### src/rtl/mc_pkg.sv
// Shared definitions for the multicycle MIPS control FSM: state and
// instruction-class enums, opcode/func codes and datapath select encodings.
package mc_pkg;

    typedef enum logic [2:0] {
        S_FETCH  = 3'd0,
        S_DECODE = 3'd1,
        S_EXEC   = 3'd2,
        S_MEM    = 3'd3,
        S_WB     = 3'd4
    } state_t;

    typedef enum logic [3:0] {
        C_RALU    = 4'd0,
        C_IALU    = 4'd1,
        C_LOAD    = 4'd2,
        C_STORE   = 4'd3,
        C_BRANCH  = 4'd4,
        C_JUMP    = 4'd5,
        C_JREG    = 4'd6,
        C_LINK    = 4'd7,
        C_ILLEGAL = 4'd8
    } iclass_t;

    // R-type func codes (also used directly as ALU operation codes)
    localparam logic [5:0] FN_ADD = 6'h20;
    localparam logic [5:0] FN_SUB = 6'h22;
    localparam logic [5:0] FN_SLT = 6'h2a;
    localparam logic [5:0] FN_SLL = 6'h00;
    localparam logic [5:0] FN_SRL = 6'h02;
    localparam logic [5:0] FN_JR  = 6'h08;

    // Primary opcodes
    localparam logic [5:0] OP_RTYPE = 6'h00;
    localparam logic [5:0] OP_ADDI  = 6'h08;
    localparam logic [5:0] OP_SLTI  = 6'h0a;
    localparam logic [5:0] OP_LW    = 6'h23;
    localparam logic [5:0] OP_SW    = 6'h2b;
    localparam logic [5:0] OP_BEQ   = 6'h04;
    localparam logic [5:0] OP_BNE   = 6'h05;
    localparam logic [5:0] OP_J     = 6'h02;
    localparam logic [5:0] OP_JAL   = 6'h03;

    // Select encodings
    localparam logic [1:0] SEL_PC_PC4  = 2'd0;
    localparam logic [1:0] SEL_PC_JMP  = 2'd1;
    localparam logic [1:0] SEL_PC_BR   = 2'd2;
    localparam logic [1:0] SEL_PC_RS   = 2'd3;
    localparam logic [1:0] SEL_DEST_RT = 2'd0;
    localparam logic [1:0] SEL_DEST_RD = 2'd1;
    localparam logic [1:0] SEL_DEST_RA = 2'd2;
    localparam logic [1:0] SEL_DATA_ALU = 2'd0;
    localparam logic [1:0] SEL_DATA_MEM = 2'd1;
    localparam logic [1:0] SEL_DATA_PC  = 2'd2;

    // Decoded instruction: class plus the per-instruction ALU details
    typedef struct packed {
        iclass_t    cls;
        logic [5:0] alu_op;
        logic       shamt;   // operand A comes from shamt (SLL/SRL)
        logic       bne;     // branch on not-equal
    } dec_t;

endpackage

### src/rtl/mc_decode.sv
// Combinational instruction classifier for mc_control.
module mc_decode
    import mc_pkg::*;
(
    input  logic [5:0] i_opcode,
    input  logic [5:0] i_func,
    output dec_t       o_dec
);

    // Map opcode/func to instruction class and ALU controls
    always_comb begin
        o_dec.cls    = C_ILLEGAL;
        o_dec.alu_op = FN_ADD;
        o_dec.shamt  = 1'b0;
        o_dec.bne    = 1'b0;
        case (i_opcode)
            OP_RTYPE: begin
                case (i_func)
                    FN_ADD, FN_SUB, FN_SLT: begin
                        o_dec.cls    = C_RALU;
                        o_dec.alu_op = i_func;
                    end
                    FN_SLL, FN_SRL: begin
                        o_dec.cls    = C_RALU;
                        o_dec.alu_op = i_func;
                        o_dec.shamt  = 1'b1;
                    end
                    FN_JR:   o_dec.cls = C_JREG;
                    default: o_dec.cls = C_ILLEGAL;
                endcase
            end
            OP_ADDI: o_dec.cls = C_IALU;
            OP_SLTI: begin
                o_dec.cls    = C_IALU;
                o_dec.alu_op = FN_SLT;
            end
            OP_LW:   o_dec.cls = C_LOAD;
            OP_SW:   o_dec.cls = C_STORE;
            OP_BEQ: begin
                o_dec.cls    = C_BRANCH;
                o_dec.alu_op = FN_SUB;
            end
            OP_BNE: begin
                o_dec.cls    = C_BRANCH;
                o_dec.alu_op = FN_SUB;
                o_dec.bne    = 1'b1;
            end
            OP_J:    o_dec.cls = C_JUMP;
            OP_JAL:  o_dec.cls = C_LINK;
            default: o_dec.cls = C_ILLEGAL;
        endcase
    end

endmodule

### src/rtl/mc_control.sv
// Multicycle MIPS control FSM (FETCH/DECODE/EXEC/MEM/WB).
// Optional build macro MC_MEM_WAIT_EN adds the mem_rdy handshake that
// stretches FETCH and MEM until memory is ready.
module mc_control
    import mc_pkg::*;
(
    input  logic       clk,
    input  logic       nrst,
    input  logic [5:0] opcode,
    input  logic [5:0] func,
    input  logic       zf,
`ifdef MC_MEM_WAIT_EN
    input  logic       mem_rdy,
`endif
    output logic       ir_wr,
    output logic       pc_wr,
    output logic [1:0] sel_pc,
    output logic [1:0] sel_dest,
    output logic [1:0] sel_data,
    output logic       sel_opA,
    output logic       sel_opB,
    output logic [5:0] alu_op,
    output logic       wr_en,
    output logic       data_wr,
    output logic       instr_done,
    output logic       illegal
);

    state_t r_state;
    state_t w_next;
    dec_t   w_dec;
    logic   w_rdy;

`ifdef MC_MEM_WAIT_EN
    assign w_rdy = mem_rdy;
`else
    assign w_rdy = 1'b1;
`endif

    mc_decode u_decode (
        .i_opcode (opcode),
        .i_func   (func),
        .o_dec    (w_dec)
    );

    // State register; asynchronous reset returns to FETCH
    always_ff @(posedge clk or negedge nrst) begin
        if (!nrst) r_state <= S_FETCH;
        else       r_state <= w_next;
    end

    // Next-state selection
    always_comb begin
        w_next = S_FETCH;
        case (r_state)
            S_FETCH:  w_next = w_rdy ? S_DECODE : S_FETCH;
            S_DECODE: w_next = (w_dec.cls == C_ILLEGAL) ? S_FETCH : S_EXEC;
            S_EXEC: begin
                case (w_dec.cls)
                    C_LOAD, C_STORE:                     w_next = S_MEM;
                    C_RALU, C_IALU, C_LINK:              w_next = S_WB;
                    default:                             w_next = S_FETCH;
                endcase
            end
            S_MEM: begin
                if (!w_rdy)                     w_next = S_MEM;
                else if (w_dec.cls == C_STORE)  w_next = S_FETCH;
                else                            w_next = S_WB;
            end
            default:  w_next = S_FETCH;
        endcase
    end

    // Datapath controls; everything is held inactive while nrst is low
    always_comb begin
        ir_wr      = 1'b0;
        pc_wr      = 1'b0;
        sel_pc     = SEL_PC_PC4;
        sel_dest   = SEL_DEST_RT;
        sel_data   = SEL_DATA_ALU;
        sel_opA    = 1'b0;
        sel_opB    = 1'b0;
        alu_op     = FN_ADD;
        wr_en      = 1'b0;
        data_wr    = 1'b0;
        instr_done = 1'b0;
        illegal    = 1'b0;
        if (nrst) begin
            case (r_state)
                S_FETCH: begin
                    ir_wr = w_rdy;
                    pc_wr = w_rdy;
                end
                S_DECODE: begin
                    if (w_dec.cls == C_ILLEGAL) begin
                        illegal    = 1'b1;
                        instr_done = 1'b1;
                    end
                end
                S_EXEC: begin
                    case (w_dec.cls)
                        C_RALU: begin
                            alu_op  = w_dec.alu_op;
                            sel_opA = w_dec.shamt;
                        end
                        C_IALU: begin
                            alu_op  = w_dec.alu_op;
                            sel_opB = 1'b1;
                        end
                        C_LOAD, C_STORE: sel_opB = 1'b1;
                        C_BRANCH: begin
                            alu_op     = w_dec.alu_op;
                            pc_wr      = w_dec.bne ? ~zf : zf;
                            sel_pc     = SEL_PC_BR;
                            instr_done = 1'b1;
                        end
                        C_JUMP: begin
                            pc_wr      = 1'b1;
                            sel_pc     = SEL_PC_JMP;
                            instr_done = 1'b1;
                        end
                        C_JREG: begin
                            pc_wr      = 1'b1;
                            sel_pc     = SEL_PC_RS;
                            instr_done = 1'b1;
                        end
                        default: ;
                    endcase
                end
                S_MEM: begin
                    sel_opB = 1'b1;
                    if (w_dec.cls == C_STORE) begin
                        data_wr    = 1'b1;
                        instr_done = w_rdy;
                    end
                end
                S_WB: begin
                    wr_en      = 1'b1;
                    instr_done = 1'b1;
                    case (w_dec.cls)
                        C_RALU: sel_dest = SEL_DEST_RD;
                        C_LOAD: sel_data = SEL_DATA_MEM;
                        C_LINK: begin
                            // $ra takes PC+4 while the PC loads the jump target
                            sel_dest = SEL_DEST_RA;
                            sel_data = SEL_DATA_PC;
                            pc_wr    = 1'b1;
                            sel_pc   = SEL_PC_JMP;
                        end
                        default: ;
                    endcase
                end
                default: ;
            endcase
        end
    end

endmodule
### config.mk
export PLATFORM = sky130hd
export DESIGN_NAME = mc_control
export DESIGN_NICKNAME = d
export VERILOG_FILES = /design/src/rtl/mc_pkg.sv /design/src/rtl/mc_decode.sv /design/src/rtl/mc_control.sv
export SDC_FILE = /design/constraint.sdc
export NUM_CORES = 1
export LEC_CHECK = 0
export CORE_MARGIN = 10
export CORE_UTILIZATION = 41
export CTS_BUF_LIST = sky130_fd_sc_hd__clkbuf_4 sky130_fd_sc_hd__clkbuf_8
export DETAILED_ROUTE_END_ITERATION = 7
export PLACE_DENSITY = 0.79
export SETUP_SLACK_MARGIN = 0.2
export SLEW_MARGIN = 40
export SYNTH_ARGS = -nofsm -noshare
export SYNTH_HDL_FRONTEND = slang
export SYNTH_SLANG_ARGS = --single-unit
### constraint.sdc
create_clock -name clk -period 2.9 [get_ports clk]
set_clock_uncertainty 0.1 [all_clocks]
set_input_delay 0.58 -clock clk [delete_from_list [all_inputs] [get_ports clk]]
set_output_delay 0.58 -clock clk [all_outputs]
set_load 0.03 [all_outputs]
==> results.sh, run 1 <==
export IMPL_status="stopped before the end"
export IMPL_failed_stage="global routing (5_1_grt)"
export IMPL_firstError="[ERROR DPL-0038] Utilization greater than 100%, impossible to legalize"
export IMPL_synth_warnings=0
export IMPL_yosysUniqueCellTypes=41
export IMPL_endpoint_type="primary output"
export IMPL_clock_sinks=3
export IMPL_synth_seq_cells=3
export IMPL_die_x_microns=61.5
export IMPL_synth_compound_area_share_pct=25.2
export IMPL_synth_top_family_by_area="simple AND/OR/NAND/NOR gates"
export IMPL_numCtsBuffers=3
export IMPL_dieHeight_microns=61.5
export IMPL_synth_mux_area_share_pct=1.42
export IMPL_dp_hpwl_microns=2410
export IMPL_cts_max_level=1
export IMPL_synth_area_leader_cell="dfrtp_1"
export IMPL_placed_cell_area_sq_um=1220
export IMPL_synthArstFlopShare_pct=100
export IMPL_synth_xor_area_share_pct=2.48
export IMPL_fp_row_count=14
export IMPL_netlist_area_sq_um=706
export IMPL_cts_hold_buffers=0
export IMPL_cts_root_buf="clkbuf_4"
export IMPL_synth_simple_gate_area_share_pct=48.9
export IMPL_ys_flop_type="dfrtp_1"
export IMPL_port_buffers=31
export IMPL_routabilityCongestion=0.863
export IMPL_floorplan_initialDensity_pct=45.3
export IMPL_synth_edf_count=0
export IMPL_netlist_top_cells_area="dfrtp_1 11%, buf_4 5.3%, nand2b_1 5.3%"
export IMPL_ctsLongestPathBuffers=2
export IMPL_grt_start_max_net_pins=10
export IMPL_synthAdderAreaFrac_pct=0
export IMPL_yosys_area_top_type_share_pct=10.6
export IMPL_avgSynthCellArea_sq_um=6.66
export IMPL_ios=35
export IMPL_syn_inst=106
export IMPL_postGrtWorstEndpoint="sel_pc[0]"
export IMPL_seq_area_frac_synth_pct=10.6
-- metrics by stage --
step / instances / worst slack [ns]
CTS: 185 / 0.0305
detailed placement: 173 / -0.381
global placement: 173 / -0.342
floorplan: 108 / 0.129
-- cell families after synthesis --
logic type	after synthesis
other	1
AOI/OAI and AO/OA	25
DFF	3
and+or+nand+nor	60
buffers and inverters	14
muxes	1
xor gates and xnor gates	2
-- cell usage after synthesis, types with 2 or more instances --
cell / number
nor2_1: 9
nand2_1: 8
a21oi_1: 7
nor3_1: 7
nand2b_1: 6
nand4_1: 6
buf_4: 5
buf_2: 4
inv_1: 4
nor4_1: 4
and2_1: 3
dfrtp_1: 3
nand3_1: 3
nor2b_1: 3
or3_1: 3
a211oi_1: 2
a311oi_1: 2
a31oi_1: 2
o211ai_1: 2
or3b_2: 2
-- what timing repair did --
action / in CTS
pin swaps: 20
hold endpoints to repair: 0
setup endpoints to repair: 15
resized for setup: 84
setup buffers: 8
==> run 2: changes to the inputs <==
- CORE_AREA: not set -> 10 10 71 73
- CORE_MARGIN: 10 -> not set
- CORE_UTILIZATION: 41 -> not set
- CTS_BUF_LIST: sky130_fd_sc_hd__clkbuf_4 sky130_fd_sc_hd__clkbuf_8 -> not set
- DIE_AREA: not set -> 0 0 81 83
- PLACE_DENSITY: 0.79 -> not set
- PLACE_DENSITY_LB_ADDON: not set -> 0.15
- SETUP_SLACK_MARGIN: 0.2 -> not set
==> run 2 against run 1 <==
  * The flow now finishes without violations
  * Synthesized cell count is the same
  * Synthesized area unchanged
==> results.sh, run 2 <==
export IMPL_hold_viol=0
export IMPL_first_global_vias=1124
export IMPL_r2r_end="r_state[1]"
export IMPL_ctsLongestPathBuffers=2
export IMPL_crit_chain="buf_6 -> or4_4 -> buf_4 -> nor2_4 -> a31o_4 -> buf_4 -> nor3_1 -> o21ai_1 -> buf_4"
export IMPL_syn_inst=106
export IMPL_setup_viol=0
export IMPL_ys_flop_type="dfrtp_1"
export IMPL_synth_area_leader_cell="dfrtp_1"
export IMPL_synth_top_family_by_area="simple AND/OR/NAND/NOR gates"
export IMPL_diodes=0
export IMPL_drc=0
export IMPL_crit_type="in -> out"
export IMPL_crit_slowest_cell="or4_4"
export IMPL_synthTopCellsByCount="9 x nor2_1, 8 x nand2_1, 7 x a21oi_1, 7 x nor3_1"
export IMPL_dieHeight_microns=83
export IMPL_first_pass_iters=4
export IMPL_min_path_type="in -> async"
export IMPL_avgSynthCellArea_sq_um=6.66
export IMPL_cts_max_level=1
export IMPL_status="completed"
export IMPL_worstPathArrival_ns=2.16
export IMPL_worstSetupEndpointType="primary output"
export IMPL_cts_root_buf="clkbuf_8"
export IMPL_synth_mux_area_share_pct=1.42
export IMPL_antenna_left=0
export IMPL_clock_fmax_mhz=352
export IMPL_synthAdderAreaFrac_pct=0
export IMPL_multi_input_area_sq_um=717
export IMPL_vdd_ir_drop_worst_mv=0.142
export IMPL_clkSlewWorstSetupHoldPaths_ns=0.03
export IMPL_p_leak_nw=0.639
export IMPL_top_regs="r_state x3"
export IMPL_cpMostUsedCell="buf_4"
export IMPL_synth_simple_gate_area_share_pct=48.9
export IMPL_synth_compound_area_share_pct=25.2
export IMPL_synth_xor_area_share_pct=2.48
export IMPL_synth_edf_count=0
export IMPL_routabilityCongestion=0.792
export IMPL_drv_slew=0
export IMPL_crit_fanout=4
export IMPL_wl_per_cell_microns=14.2
export IMPL_grt_start_max_net_pins=10
export IMPL_routed_wl_microns=3170
export IMPL_grt_pass1_wl_microns=5230
export IMPL_mostFrequentLayoutCell="buf_4"
export IMPL_tns_ns=0
export IMPL_final_cell_mix="53 x buf_4, 7 x nand2_1, 7 x nor2_1, 7 x buf_6, 6 x nand4_1"
export IMPL_slowest_delay_ns=0.55
export IMPL_core_area_sq_um=3630
export IMPL_nets=192
export IMPL_numCtsBuffers=3
export IMPL_area_growth_pct=111
export IMPL_dp_hpwl_microns=2590
export IMPL_fin_crit_sh_pct=98.1
export IMPL_antenna_found_initial=0
export IMPL_final_cell_area_sq_um=1490
export IMPL_overflow=0
export IMPL_worst_r2r_path_depth=3
export IMPL_clk_latency_ns=0.22
export IMPL_num_vias=1045
export IMPL_placed_cell_area_sq_um=1310
export IMPL_port_buffers=31
export IMPL_fill_cells=401
export IMPL_netlist_top_cells_area="dfrtp_1 11%, buf_4 5.3%, nand2b_1 5.3%"
export IMPL_fp_row_count=22
export IMPL_grt_usage_pct=9.45
export IMPL_largest_register="r_state"
export IMPL_yosysUniqueCellTypes=41
export IMPL_synth_warnings=0
export IMPL_die_x_microns=81
export IMPL_ff_latch_area_sq_um=75.1
export IMPL_synth_seq_cells=3
export IMPL_dieArea_sq_um=6720
export IMPL_floorplan_initialDensity_pct=19.4
export IMPL_clock_sinks=3
export IMPL_ios=35
export IMPL_via_per_inst=4.67
export IMPL_synthArstFlopShare_pct=100
export IMPL_largest_reg_flops=3
export IMPL_critPathLaunchType="input pin"
export IMPL_drive_above_1_share_pct=55.7
export IMPL_p_per_area_nw_per_um2=303
export IMPL_drt_iter0_drc=36
export IMPL_yosys_area_top_type_share_pct=10.6
export IMPL_yosysMostFrequentCell="nor2_1"
export IMPL_cts_tree="done"
export IMPL_r2r_setup_slack_ns=1.59
export IMPL_netlist_area_sq_um=706
export IMPL_period_minus_slack_ns=2.84
export IMPL_regToRegStartpoint="r_state[1]"
export IMPL_seq_area_frac_synth_pct=10.6
export IMPL_cap_violations=0
export IMPL_crit_required_ns=2.22
run 2: cell counts after synthesis:
Identical to the previous run, type by type.
run 2: kinds of logic (layout without fill, tap and decap cells):
logic type | after synthesis | in the layout
multiplexers | 1 | 1
XOR/XNOR | 2 | 2
flip-flops | 3 | 3
other | 1 | 3
AO/OA/AOI/OAI | 25 | 25
AND/OR/NAND/NOR | 60 | 60
buffers and inverters | 14 | 82
run 2: final cells by class:
| class | instances | share of cell area [%] |
|---|---|---|
| multi-input cells | 91 | 48.1 |
| repair buffers | 74 | 38.8 |
| flip-flops and latches | 3 | 5.04 |
| well taps | 48 | 4.03 |
| clock buffers | 4 | 3.02 |
| inverters | 4 | 1.01 |
run 2: timing repair:
| item | CTS | global route |
|---|---|---|
| resized for setup | 46 | 27 |
| pin swaps | 15 | 15 |
| setup buffers | 3 | 0 |
| endpoints found under the setup margin | 13 | 10 |
| hold buffers | 0 | 0 |
run 2: how the worst max path moves through the flow:
stage                   start        end  slack, ns  cells past startpoint
floorplan           opcode[3]      pc_wr      0.008                      5
global placement      func[0]  sel_pc[1]      -0.49                      6
detailed placement    func[0]  sel_pc[1]      -0.52                      6
CTS                   func[4]      pc_wr      -0.06                      8
global route        opcode[4]  alu_op[1]      -0.02                      8
finish                func[4]      pc_wr       0.06                      9
run 2: per-stage QoR:
step	hold slack, ns	worst slack [ns]	total power, mW	instances	utilization [%]
global placement	0.437	-0.494	0.308	218	36.1
detailed placement	0.442	-0.515	0.311	218	36.1
global route	0.202	-0.0157	0.488	224	41.0
CTS	0.444	-0.0599	0.452	225	40.0
floorplan	0.184	0.00798	0.200	108	-
finish	0.189	0.0559	0.452	224	41.0
run 2: critical path: cells and delay by family:
family / cells / cell delay [ns]
buffers and inverters: 4 / 0.55
AND/OR/NAND/NOR: 3 / 0.71
AO/OA/AOI/OAI: 2 / 0.32
run 2: where the power goes:
part / internal, mW / switching [mW] / total, mW / leakage (nW)
registers: 0.0516 / 0.00771 / 0.0593 / 0.0394
logic: 0.116 / 0.153 / 0.269 / 0.577
clock network: 0.0939 / 0.0294 / 0.123 / 0.0228
total: 0.261 / 0.190 / 0.452 / 0.639
run 2: per-layer routing:
metal	vias to the layer above	share of wire (%)	track usage, %
met5	-	0	0
met4	0	1.8	3.29
met3	7	5.5	2.26
met2	24	51	16.3
met1	477	42	10.8
li1	537	-	-
Note: power is estimated with default switching activity, not from simulation.
==> variant 1 (config.mk and constraints of run 2) <==
Encoding of `state_t`: now one-hot (5 bits for 5 states).
--- a/src/rtl/mc_pkg.sv
+++ b/src/rtl/mc_pkg.sv
@@ -3,10 +3,10 @@
 package mc_pkg;
 
-    typedef enum logic [2:0] {
-        S_FETCH  = 3'd0,
-        S_DECODE = 3'd1,
-        S_EXEC   = 3'd2,
-        S_MEM    = 3'd3,
-        S_WB     = 3'd4
+    typedef enum logic [4:0] {
+        S_FETCH  = 5'b00001,
+        S_DECODE = 5'b00010,
+        S_EXEC   = 5'b00100,
+        S_MEM    = 5'b01000,
+        S_WB     = 5'b10000
     } state_t;
 
Formal check against the unedited RTL: same outputs for any inputs over 10 cycles, from zero or initial values and one cycle with nrst low; not proved beyond that.
==> variant 1 against run 2 <==
  * The run now ends with setup timing left
  * Sequential share of layout area up 2.9 points
  * Wire length up 4.1%
  * Non-clock buffer count down 1
  * Final area up 6.3%
  * Power up 15%
  * Critical path depth down 2
  * Setup slack worse by 290 ps
  * Combinational power up 3%
  * Synthesized area up 17%
  * Sequential cell count up 2
  * Sequential power up 89%
  * Synthesized cell count up 9.4%
  * Largest cell class unchanged
==> variant 1: results <==
set metrics [dict create \
    status "finished with violations" \
    violations "setup timing" \
    grt_pass1_vias 1181 \
    grtUsageTotal_pct 9.86 \
    cpPeakStageDelay_ps 550 \
    drt-initial-drc-count 54 \
    drive_above_1_share_pct 51.1 \
    r2r-end "r_state[4]$_DFF_PN0_" \
    p_int_mw 0.318 \
    synth_xor_area_share_pct 2.12 \
    antenna_found_initial 0 \
    reg2reg_depth 6 \
    grt_max_degree 15 \
    synthAdderAreaFrac_pct 0 \
    cp.arrival_ps 2460 \
    hp-class "flop to flop" \
    clock-root-buffer "clkbuf_8" \
    synth.distinct_cells 44 \
    synth_compound_area_share_pct 25.6 \
    synth_common_cells "nor2_1, nand2_1, a21oi_1, nand2b_1" \
    fin_hold_ws_ps 470 \
    vias 1131 \
    r2r-start "r_state[1]$_DFF_PN0_" \
    cts_setup_buffers 0 \
    hold_end "r_state[1]$_DFF_PN0_" \
    grt_pass1_wl_um 5600 \
    clk_path_buf_depth 2 \
    insertion_delay_ps 220 \
    reg_top3 "r_state x5" \
    p_leak_nw 0.701 \
    yosys_warnings 0 \
    antennaDiodeCount 0 \
    finalNetCount 202 \
    firstDrtPassIters 4 \
    cp_max_fo 3 \
    place_congestion 0.773 \
    clkTransAtPathRegs_ps 30 \
    synthArstFlopShare_pct 100 \
    synth_mux_area_share_pct 2.73 \
    ys_seq_area_share_pct 15.3 \
    worst_pin_slew_ps 603 \
    dp_hpwl_um 2730 \
    hold_start "r_state[4]$_DFF_PN0_" \
    htree_levels 1 \
    drt-total-wl_um 3300 \
    slowest_stage "or4b_4" \
    setup_ws_ps -237 \
    ir_drop_mv 0.125 \
    setup_viol 4 \
    min_path_cells 1 \
    portBuffers 31 \
    reg2reg_slack_ps 1070 \
    synth.area.top_cells "dfrtp_1, nand2b_1, nor2_1" \
    numCtsBuffers 3 \
]
variant 1: area by class of cell:
| type | instances | area [sq um] |
|---|---|---|
| multi-input combinational | 101 | 753 |
| timing repair buffer | 73 | 588 |
| fill | 387 | 2050 |
| inverter | 3 | 11.3 |
| sequential | 5 | 126 |
| clock buffer | 4 | 45.0 |
| tap | 48 | 60.1 |
variant 1: how the worst max path moves through the flow:
stage	start	endpoint	slack, ps	cells past startpoint
2_1_floorplan	func[0]	pc_wr	-200	5
3_3_place_gp	func[0]	pc_wr	-610	7
3_5_place_dp	opcode[5]	pc_wr	-630	7
4_1_cts	opcode[3]	pc_wr	-280	7
5_1_grt	opcode[3]	instr_done	-320	7
6_report	opcode[3]	instr_done	-240	7
variant 1: cell families after synthesis:
group | Yosys count
AO/OA/AOI/OAI | 29
XOR/XNOR | 2
buffers and inverters | 12
flip-flops | 5
multiplexers | 2
other | 1
AND/OR/NAND/NOR | 65
variant 1: critical path: cells and delay by family:
| family | cells | cell delay (ps) |
|---|---|---|
| AO/OA/AOI/OAI | 2 | 420 |
| AND/OR/NAND/NOR | 3 | 1260 |
| buffers and inverters | 2 | 200 |
variant 1: power groups by stage:
stage	clock (mW)	sequential, mW	combinational (mW)
floorplan	0	0.106	0.158
global placement	0	0.111	0.269
detailed placement	0	0.113	0.271
CTS	0.131	0.113	0.276
global route	0.137	0.116	0.305
finish	0.128	0.112	0.278
variant 1: timing repair:
item / CTS / global route
pin swaps: 7 / 4
gates cloned: 0 / 0
gates resized for setup: 44 / 14
endpoints found under the setup margin: 11 / 10
variant 1: stage by stage:
stage	util, %	cell area (sq um)	TNS, ps	setup slack [ps]	cells
global placement	41.2	1500	-4830	-613	230
finish	43.6	1580	-815	-237	234
floorplan	-	888	-431	-201	118
detailed placement	41.2	1500	-5040	-632	230
CTS	43.0	1560	-1380	-280	234
global route	43.6	1580	-1140	-319	234
variant 1: per-layer routing:
| metal | global-route usage (%) | wire length, um |
|---|---|---|
| met1 | 12.0 | 1420 |
| met2 | 16.6 | 1650 |
| met3 | 1.83 | 186 |
| met4 | 3.29 | 44 |
| met5 | 0 | 0 |
==> variant 2 (config.mk and constraints of run 2) <==
Without the edit above. Build with the macro `MC_MEM_WAIT_EN` defined.
--- a/src/rtl/mc_control.sv
+++ b/src/rtl/mc_control.sv
@@ -2,4 +2,6 @@
 // Optional build macro MC_MEM_WAIT_EN adds the mem_rdy handshake that
 // stretches FETCH and MEM until memory is ready.
+`define MC_MEM_WAIT_EN
+
 module mc_control
     import mc_pkg::*;
Interface: changed (added mem_rdy); port bits go from 35 to 36. No check against the original RTL was run, so the function may have changed too.
==> variant 2 against run 2 <==
  * The flow now finishes with violations (setup timing)
  * Synthesized area rose by 3.7%
  * Wire length rose by 2.3%
  * Combinational power fell by 30%
  * Sequential share of layout area fell by 0.46 points
  * Power fell by 20%
  * Sequential cell count did not move
  * Register-to-register slack barely moved
  * Final area rose by 10%
  * Setup slack got worse by 130 ps
  * Count of clock-buffer cells in the layout did not move
  * Synthesized cell count rose by 1.9%
  * Critical endpoint is now sel_opB
==> variant 2: results <==
set metrics [dict create \
    ys.flop_type "dfrtp_1" \
    post_cts_resized 50 \
    fin_hold_ws_ps 533 \
    pre_cts_slack_ps -475 \
    synth_mux_area_share_pct 1.54 \
    r2r-start "r_state[0]$_DFF_PN0_" \
    yosys_warnings 0 \
    synth_area_per_cell_sq_um 6.78 \
    synth_compound_area_share_pct 30.8 \
    routedWlPerCell_um 14.0 \
    synth_xor_area_share_pct 3.59 \
    setup_viol 6 \
    n_fill_cell 393 \
    drt-total-wl_um 3250 \
    use_met1_pct 10.5 \
    cp_max_fo 3 \
    ys_seq_area_share_pct 10.3 \
    synth.area.top_cells "dfrtp_1, nand2_1, nor3_1" \
    met3_usage_pct 2.91 \
    cts_setup_buffers 2 \
    finalNetCount 201 \
    status "finished with violations" \
    grt_pass1_vias 1166 \
    dp_hpwl_um 2630 \
    ir_drop_mv 0.108 \
    placed_cells 222 \
    synth_common_cells "nand2_1, nor2_1, nor3_1" \
    place_congestion 0.906 \
    setup_ws_ps -76.2 \
    setup.worst_path.start "opcode[3]" \
    grt_pass1_wl_um 5290 \
    vias 1083 \
    cpPeakStageDelay_ps 460 \
    reg2reg_depth 5 \
    hp-class "flop to flop" \
    drt-initial-drc-count 34 \
    switching_share_pct 37.4 \
    fin_tns_setup_ps -234 \
    place_area_sq_um 1410 \
    violations "setup timing" \
    grtUsageTotal_pct 9.33 \
    grt_max_degree 11 \
    synth.distinct_cells 47 \
    cp.arrival_ps 2300 \
    drive_above_1_share_pct 59.8 \
]
variant 2: changes by cell type in the layout (fill, tap and decap cells not counted), sizes merged, moves of 3 or more:
cell and delta:
and2 -3, buf +5, clkbuf -3, nand2 +6, nand4 -5, o21ai +3
variant 2: power by group through the flow:
stage	registers (mW)	clock network [mW]	logic [mW]
3_3_place_gp	0.0509	0	0.167
5_1_grt	0.0515	0.130	0.204
3_5_place_dp	0.0511	0	0.168
6_report	0.0507	0.123	0.188
4_1_cts	0.0506	0.127	0.179
2_1_floorplan	0.0478	0	0.0916
variant 2: per-layer routing:
metal  wire length (um)  share of wire, %
met1               1370                42
met2               1650                51
met3                214               6.6
met4                  6              0.18
met5                  0                 0
variant 2: area by class of cell:
type | instances | area (sq um) | area share, %
clock buffer | 4 | 45.0 | 2.74
inverter | 4 | 15.0 | 0.915
multi-input combinational | 94 | 792 | 48.2
tap | 48 | 60.1 | 3.66
timing repair buffer | 79 | 654 | 39.9
sequential | 3 | 75.1 | 4.57
